File: src/rtl/mips_pkg.sv
// Shared encodings for the HI/LO multiply/divide unit: data width, op codes and FSM states.
package mips_pkg;
    localparam int DW = 32;

    localparam logic [2:0] OP_MULT  = 3'b000;
    localparam logic [2:0] OP_MULTU = 3'b001;
    localparam logic [2:0] OP_DIV   = 3'b010;
    localparam logic [2:0] OP_DIVU  = 3'b011;
    localparam logic [2:0] OP_MTHI  = 3'b100;
    localparam logic [2:0] OP_MTLO  = 3'b101;

    typedef enum logic [1:0] {ST_IDLE, ST_MUL, ST_DIV, ST_FIX} state_e;
endpackage

File: src/rtl/hilo_divider.sv
// Unsigned restoring shift-subtract divider, one quotient bit per i_step.
// Operands arrive as magnitudes; sign fix-up is left to the caller.
module hilo_divider #(
    parameter int DW = mips_pkg::DW
) (
    input  logic          clk,
    input  logic          reset_n,
    input  logic          i_load,
    input  logic          i_step,
    input  logic [DW-1:0] i_dividend,
    input  logic [DW-1:0] i_divisor,
    output logic [DW-1:0] o_quot,
    output logic [DW-1:0] o_rem
);
    logic [DW-1:0] r_quot, r_rem, r_dvs;
    logic [DW:0]   w_shift, w_diff;

    // The dividend shifts out of r_quot while quotient bits shift in behind it.
    assign w_shift = {r_rem, r_quot[DW-1]};
    assign w_diff  = w_shift - {1'b0, r_dvs};

    always_ff @(posedge clk or negedge reset_n) begin
        if (!reset_n) begin
            r_quot <= '0;
            r_rem  <= '0;
            r_dvs  <= '0;
        end else if (i_load) begin
            r_quot <= i_dividend;
            r_rem  <= '0;
            r_dvs  <= i_divisor;
        end else if (i_step) begin
            r_rem  <= w_diff[DW] ? w_shift[DW-1:0] : w_diff[DW-1:0];
            r_quot <= {r_quot[DW-2:0], ~w_diff[DW]};
        end
    end

    assign o_quot = r_quot;
    assign o_rem  = r_rem;
endmodule

File: src/rtl/hilo_muldiv_unit.sv
// Iterative HI/LO multiply (and optional divide) unit with MTHI/MTLO writes.
// Divider present only when HILO_MULDIV_DIV_EN is defined; otherwise DIV/DIVU are NOPs.
module hilo_muldiv_unit
    import mips_pkg::*;
#(
    parameter int DW = mips_pkg::DW
) (
    input  logic          clk,
    input  logic          reset_n,
    input  logic          start,
    input  logic [2:0]    op,
    input  logic [DW-1:0] rs_val,
    input  logic [DW-1:0] rt_val,
    input  logic          abort,
    output logic          busy,
    output logic          done,
    output logic [DW-1:0] hi,
    output logic [DW-1:0] lo
);
    localparam int CW = $clog2(DW);

    state_e          r_state, w_next;
    logic [CW-1:0]   r_cnt;
    logic [2*DW-1:0] r_acc, w_prod, w_res;
    logic [DW-1:0]   r_mcand, r_hi, r_lo;
    logic [DW:0]     w_mul_sum;
    logic            r_neg, r_done;
    logic            w_idle_start, w_start_mul, w_last, w_mul_step, w_fix_wr;

    function automatic logic [DW-1:0] f_mag(input logic [DW-1:0] v, input logic sgn);
        return (sgn && v[DW-1]) ? -v : v;
    endfunction

    assign w_idle_start = (r_state == ST_IDLE) && start;
    assign w_start_mul  = w_idle_start && (op == OP_MULT || op == OP_MULTU);
    assign w_last       = (r_cnt == CW'(DW-1));
    // r_acc = {partial product, remaining multiplier bits}; the carry lands in bit 2*DW-1.
    assign w_mul_sum    = {1'b0, r_acc[2*DW-1:DW]} + {1'b0, (r_acc[0] ? r_mcand : '0)};
    assign w_prod       = r_neg ? -r_acc : r_acc;

`ifdef HILO_MULDIV_DIV_EN
    logic          r_is_div, r_neg_q, r_neg_r, w_start_div, w_div_step;
    logic [DW-1:0] w_quot, w_rem;

    assign w_start_div = w_idle_start && (op == OP_DIV || op == OP_DIVU);
    assign w_res = r_is_div ? {(r_neg_r ? -w_rem : w_rem), (r_neg_q ? -w_quot : w_quot)} : w_prod;

    hilo_divider #(.DW(DW)) u_div (
        .clk       (clk),
        .reset_n   (reset_n),
        .i_load    (w_start_div),
        .i_step    (w_div_step),
        .i_dividend(f_mag(rs_val, ~op[0])),
        .i_divisor (f_mag(rt_val, ~op[0])),
        .o_quot    (w_quot),
        .o_rem     (w_rem)
    );
`else
    assign w_res = w_prod;
`endif

    always_ff @(posedge clk or negedge reset_n) begin
        if (!reset_n) r_state <= ST_IDLE;
        else          r_state <= w_next;
    end

    always_comb begin
        w_next = r_state;
        case (r_state)
            ST_IDLE: begin
                if (w_start_mul) w_next = ST_MUL;
`ifdef HILO_MULDIV_DIV_EN
                else if (w_start_div) w_next = (rt_val == '0) ? ST_FIX : ST_DIV;
`endif
            end
            ST_MUL: if (abort) w_next = ST_IDLE; else if (w_last) w_next = ST_FIX;
`ifdef HILO_MULDIV_DIV_EN
            ST_DIV: if (abort) w_next = ST_IDLE; else if (w_last) w_next = ST_FIX;
`endif
            default: w_next = ST_IDLE;
        endcase
    end

    always_comb begin
        busy       = 1'b0;
        w_mul_step = 1'b0;
        w_fix_wr   = 1'b0;
`ifdef HILO_MULDIV_DIV_EN
        w_div_step = 1'b0;
`endif
        case (r_state)
            ST_MUL: begin busy = 1'b1; w_mul_step = 1'b1; end
`ifdef HILO_MULDIV_DIV_EN
            ST_DIV: begin busy = 1'b1; w_div_step = 1'b1; end
`endif
            ST_FIX: begin busy = 1'b1; w_fix_wr = ~abort; end
            default: ;
        endcase
    end

    always_ff @(posedge clk or negedge reset_n) begin
        if (!reset_n) begin
            r_cnt   <= '0;
            r_acc   <= '0;
            r_mcand <= '0;
            r_neg   <= 1'b0;
            r_hi    <= '0;
            r_lo    <= '0;
            r_done  <= 1'b0;
`ifdef HILO_MULDIV_DIV_EN
            r_is_div <= 1'b0;
            r_neg_q  <= 1'b0;
            r_neg_r  <= 1'b0;
`endif
        end else begin
            r_done <= 1'b0;
            if (w_idle_start) begin
                case (op)
                    OP_MTHI: r_hi <= rs_val;
                    OP_MTLO: r_lo <= rs_val;
                    OP_MULT, OP_MULTU: begin
                        r_acc   <= {{DW{1'b0}}, f_mag(rs_val, ~op[0])};
                        r_mcand <= f_mag(rt_val, ~op[0]);
                        r_neg   <= ~op[0] & (rs_val[DW-1] ^ rt_val[DW-1]);
                        r_cnt   <= '0;
`ifdef HILO_MULDIV_DIV_EN
                        r_is_div <= 1'b0;
`endif
                    end
`ifdef HILO_MULDIV_DIV_EN
                    OP_DIV, OP_DIVU: begin
                        r_cnt   <= '0;
                        r_neg_q <= ~op[0] & (rs_val[DW-1] ^ rt_val[DW-1]);
                        r_neg_r <= ~op[0] & rs_val[DW-1];
                        // Divide by zero reuses the product path: {hi,lo} = {rs_val, all-ones}.
                        if (rt_val == '0) begin
                            r_acc    <= {rs_val, {DW{1'b1}}};
                            r_neg    <= 1'b0;
                            r_is_div <= 1'b0;
                        end else begin
                            r_is_div <= 1'b1;
                        end
                    end
`endif
                    default: ;
                endcase
            end
            if (w_mul_step) begin
                r_acc <= {w_mul_sum, r_acc[DW-1:1]};
                r_cnt <= r_cnt + CW'(1);
            end
`ifdef HILO_MULDIV_DIV_EN
            if (w_div_step) r_cnt <= r_cnt + CW'(1);
`endif
            if (w_fix_wr) begin
                r_hi   <= w_res[2*DW-1:DW];
                r_lo   <= w_res[DW-1:0];
                r_done <= 1'b1;
            end
        end
    end

    assign done = r_done;
    assign hi   = r_hi;
    assign lo   = r_lo;
endmodule

File: config.mk
export PLATFORM = sky130hd
export DESIGN_NAME = hilo_muldiv_unit
export DESIGN_NICKNAME = d
export VERILOG_FILES = /design/src/rtl/mips_pkg.sv /design/src/rtl/hilo_divider.sv /design/src/rtl/hilo_muldiv_unit.sv
export SDC_FILE = /design/constraint.sdc
export NUM_CORES = 1
export LEC_CHECK = 0
export ABC_AREA = 0
export ABC_CLOCK_PERIOD_IN_PS = 3100
export CORE_MARGIN = 2
export CORE_UTILIZATION = 52
export DETAILED_ROUTE_END_ITERATION = 10
export PLACE_DENSITY = 0.89
export RECOVER_POWER = 100
export SETUP_SLACK_MARGIN = 0.02
export SYNTH_ARGS = -nofsm -noshare
export SYNTH_HDL_FRONTEND = slang
export SYNTH_SLANG_ARGS = --single-unit
File: constraint.sdc
create_clock -name clk -period 3.1 [get_ports clk]
set_clock_uncertainty 0.2 [all_clocks]
set_input_delay 0.62 -clock clk [delete_from_list [all_inputs] [get_ports clk]]
set_output_delay 0.62 -clock clk [all_outputs]
set_load 0.01 [all_outputs]
==> results.toml <==
[synthesis]
synth-seq-area-share = 0.3656
ys_types = 64
synth-edff-count = 0
netlist_instances = 1353
ys_async_sr_fraction = 1.000
syn_area_per_cell_um2 = 8.550
synth-xor-area-share = 0.1113
synthesis.nets = 1462
synth_compound_area_frac = 0.2184
synth_fa_ha_area_frac = 0.04175
ys_ff_latch = 169
synth_top_family_by_area = "compound AO/OA/AOI/OAI gates"
netlist_area_um2 = 11570
yosysWarnings = 0
synthMuxAreaShare = 0.05364
synthFlopType = "dfrtp_1"
synthSimpleGateAreaFrac = 0.1737

[setup_path]
worstPathMaxFanout = 4
crit_slowest_cell = "or4_4"
rr_worst_depth = 9
path_cells = "or4_4 -> or3_4 -> or4_4 -> buf_6 -> or4_4 -> o31ai_4 -> xnor2_1 -> nand2_1 -> o21ai_1"
cp.arrival_ns = 3.41
required_ns = 3.27
path_class = "flop to flop"
critPathMostFrequentCell = "or4_4"
slowest_delay_ns = 0.54
cp-end-kind = "flop"
cp-start-kind = "flop"

[floorplan]
fp.dieH_um = 153.2
die_x_um = 153.2
coreArea_um2 = 21820
die_area_um2 = 23460
start_util = 0.5301
boundaryPins = 137
rows = 54

[clock_tree]
worstSkewPairLatency_ns = 0.45
numClockSinks = 169
htreeDepth = 4
max-clock-path-buffers = 2
cts_made_buffers = 17
worst_setup_hold_path_clk_slew_ns = 0.07
cts_tree = "yes"
root_buffer = "clkbuf_16"

[power]
p_leak_nw = 6.801
p_sw_frac = 0.4082
p_int_mw = 6.413
seq_power_share = 0.332
switchingPower_mw = 4.423
max-vdd-ir-drop_mv = 0.4044
clkPwrFrac = 0.199
power_density_nw_per_um2 = 708.3
p_comb_frac = 0.469

[global_routing]
grt_antenna_before_repair = 1
grt_overflow = 0
grt_pass1_vias = 11240
grt_max_degree = 67
grtUsageTotal = 0.3030
grt_pass1_wl_um = 57390

[timing]
slew_headroom = 0.1286
worst_slew_pin_slew_ns = 1.307
holdWs_ns = 0.2735
hold_viol = 0
finalCritPeriodShare = 1.046
setup_violations = 26
fin_ws_ns = -0.1423
fmax_ghz = 0.3084
rsz0062_at_grt = "yes"
period_minus_slack_ns = 3.242
drv_slew = 0

[detailed_routing]
drcViolationCount = 0
wl_um = 38130
drt-vias-per-instance = 6.382
wl_per_cell_um = 20.22
ant_nets = 0
drt_pass1_iterations = 8
drt_iter0_drc = 1669
vias = 12040

[run_status]
failed_checks = "negative setup slack"
status = "finished, violations left"

[place]
placed_cell_area_um2 = 14300
place_congestion = 0.9594
hpwl_um = 26070
port_buffers = 136

[finish]
diodes = 0
syn_to_final_growth_pct = 32.24
postLayoutCellArea_um2 = 15300
nets = 1705
drive_gt1_frac = 0.1912
nFillCells = 1513

[hold_path]
hold_class = "flop to flop"
hold_depth = 2

[flow_run]
maxCapViolations = 0
## routing by layer
metal | vias up | wire [um] | global-route usage
li1 | 5327 | - | -
met5 | - | 11 | 0
met2 | 841 | 17840 | 0.5047
met3 | 232 | 4096 | 0.06776
met4 | 2 | 2199 | 0.1349
met1 | 5634 | 13990 | 0.3780
## what timing repair did
item,4_1_cts,5_1_grt
setup endpoints to repair,46,51
pin swaps,26,35
setup buffers,7,6
resized for setup,60,63
hold buffers,1,0
endpoints found under the hold margin,50,0
## worst max-delay path, delay by kind of cell, from the launching register on
| kind | cells | cell delay, ns |
|---|---|---|
| buf+inv | 1 | 0.16 |
| xor+xnor | 1 | 0.15 |
| flops | 1 | 0.38 |
| compound gates | 2 | 0.32 |
| simple gates | 5 | 1.96 |
## registers in the layout, summed over array words and instances, names as in the netlist
| register | count |
|---|---|
| r_mcand | 32 |
| r_acc | 64 |
| lo | 32 |
| r_cnt | 5 |
| done | 1 |
| r_neg | 1 |
| r_state | 2 |
| hi | 32 |
## cell families (layout without fill, tap and decap cells)
kind of cell    Yosys count  count (layout)
simple gates            413             413
fa+ha+maj                38              38
compound gates          419             419
xor+xnor                147             147
mux                      59              59
buf+inv                 108             361
flops                   169             169
## area by class of cell
cell class              count  area [um^2]  area share
multi-input cells        1076         7400      0.4837
flip-flops and latches    169         4232      0.2766
repair buffers            312         2669      0.1745
clock buffers              20        446.7     0.02920
well taps                 280        350.3     0.02290
clock inverters             9        126.4    0.008260
inverters                  20        75.07    0.004907
## final timing paths
| path | start | to | slack (ns) |
|---|---|---|---|
| worst max-delay path | r_acc[19] | hi[31] | -0.14 |
| worst min-delay path | r_mcand[26] | r_mcand[26] | 0.27 |
| worst max register to register | r_acc[19] | hi[31] | -0.14 |
| worst min register to register | r_mcand[26] | r_mcand[26] | 0.27 |
| max in group asynchronous | reset_n | r_acc[0] | 0.26 |
| min in group asynchronous | reset_n | lo[23] | 0.80 |
## cells in the final DEF (no fill, tap or decap), types with 7 or more instances in the layout
cell,instances
o31ai_1,19
dfrtp_1,167
mux2i_1,35
dlygate4sd3_1,69
or4_1,11
o21ai_0,174
buf_6,8
o21a_1,11
nand2_1,175
clkbuf_1,13
a22oi_1,29
mux2_2,24
clkdlybuf4s50_1,63
nand3_1,25
clkbuf_16,17
and2_1,31
ha_1,34
o21ai_2,9
clkbuf_4,8
inv_1,18
buf_4,142
nand2b_1,14
o21ai_1,21
a21o_1,16
nor3_1,24
a21oi_1,67
nand4_1,9
a31oi_1,8
o41ai_1,7
xor2_1,73
or3_1,19
xnor2_1,72
nor2_1,45
## power groups by stage
stage	logic (mW)	registers, mW	clock network [mW]
CTS	4.81	3.53	2.14
finish	5.08	3.60	2.15
global placement	4.48	3.51	0
global route	5.44	3.66	2.24
detailed placement	4.65	3.55	0
floorplan	2.60	3.51	0
## stage by stage
step | TNS [ns] | utilization | std cells | setup slack, ns | total power [mW]
after floorplan | -0.7844 | - | 1353 | -0.2023 | 6.119
after global placement | -6.673 | 0.6553 | 1844 | -0.6377 | 7.985
after detailed placement | -8.448 | 0.6553 | 1844 | -0.6449 | 8.203
after CTS | -0.1910 | 0.6932 | 1881 | -0.07292 | 10.48
after global routing | -14.09 | 0.7010 | 1886 | -0.2024 | 11.35
final | -1.585 | 0.7010 | 1886 | -0.1423 | 10.84
## cell usage after synthesis, types with 9 or more instances
library cell    n  share of area
o21a_1         11         0.0071
or4_1          15         0.0097
dfrtp_1       169           0.37
a21o_1         16          0.010
mux2i_1        35          0.030
o41ai_1        13         0.0098
nand3_1        27          0.012
nor3_1         28          0.012
a21oi_1        72          0.031
nor2_1         47          0.015
o31ai_1        26          0.017
clkbuf_1       83          0.027
and2_1         33          0.018
nand2_1       178          0.058
mux2_2         24          0.023
inv_1          20         0.0065
xnor2_1        74          0.056
xor2_1         73          0.055
ha_1           37          0.040
nand2b_1       15         0.0081
a22oi_1        30          0.019
o21ai_0       197          0.085
nand4_1         9         0.0049
or3_1          22          0.012
No activity file was read; power rests on OpenSTA's default activity.
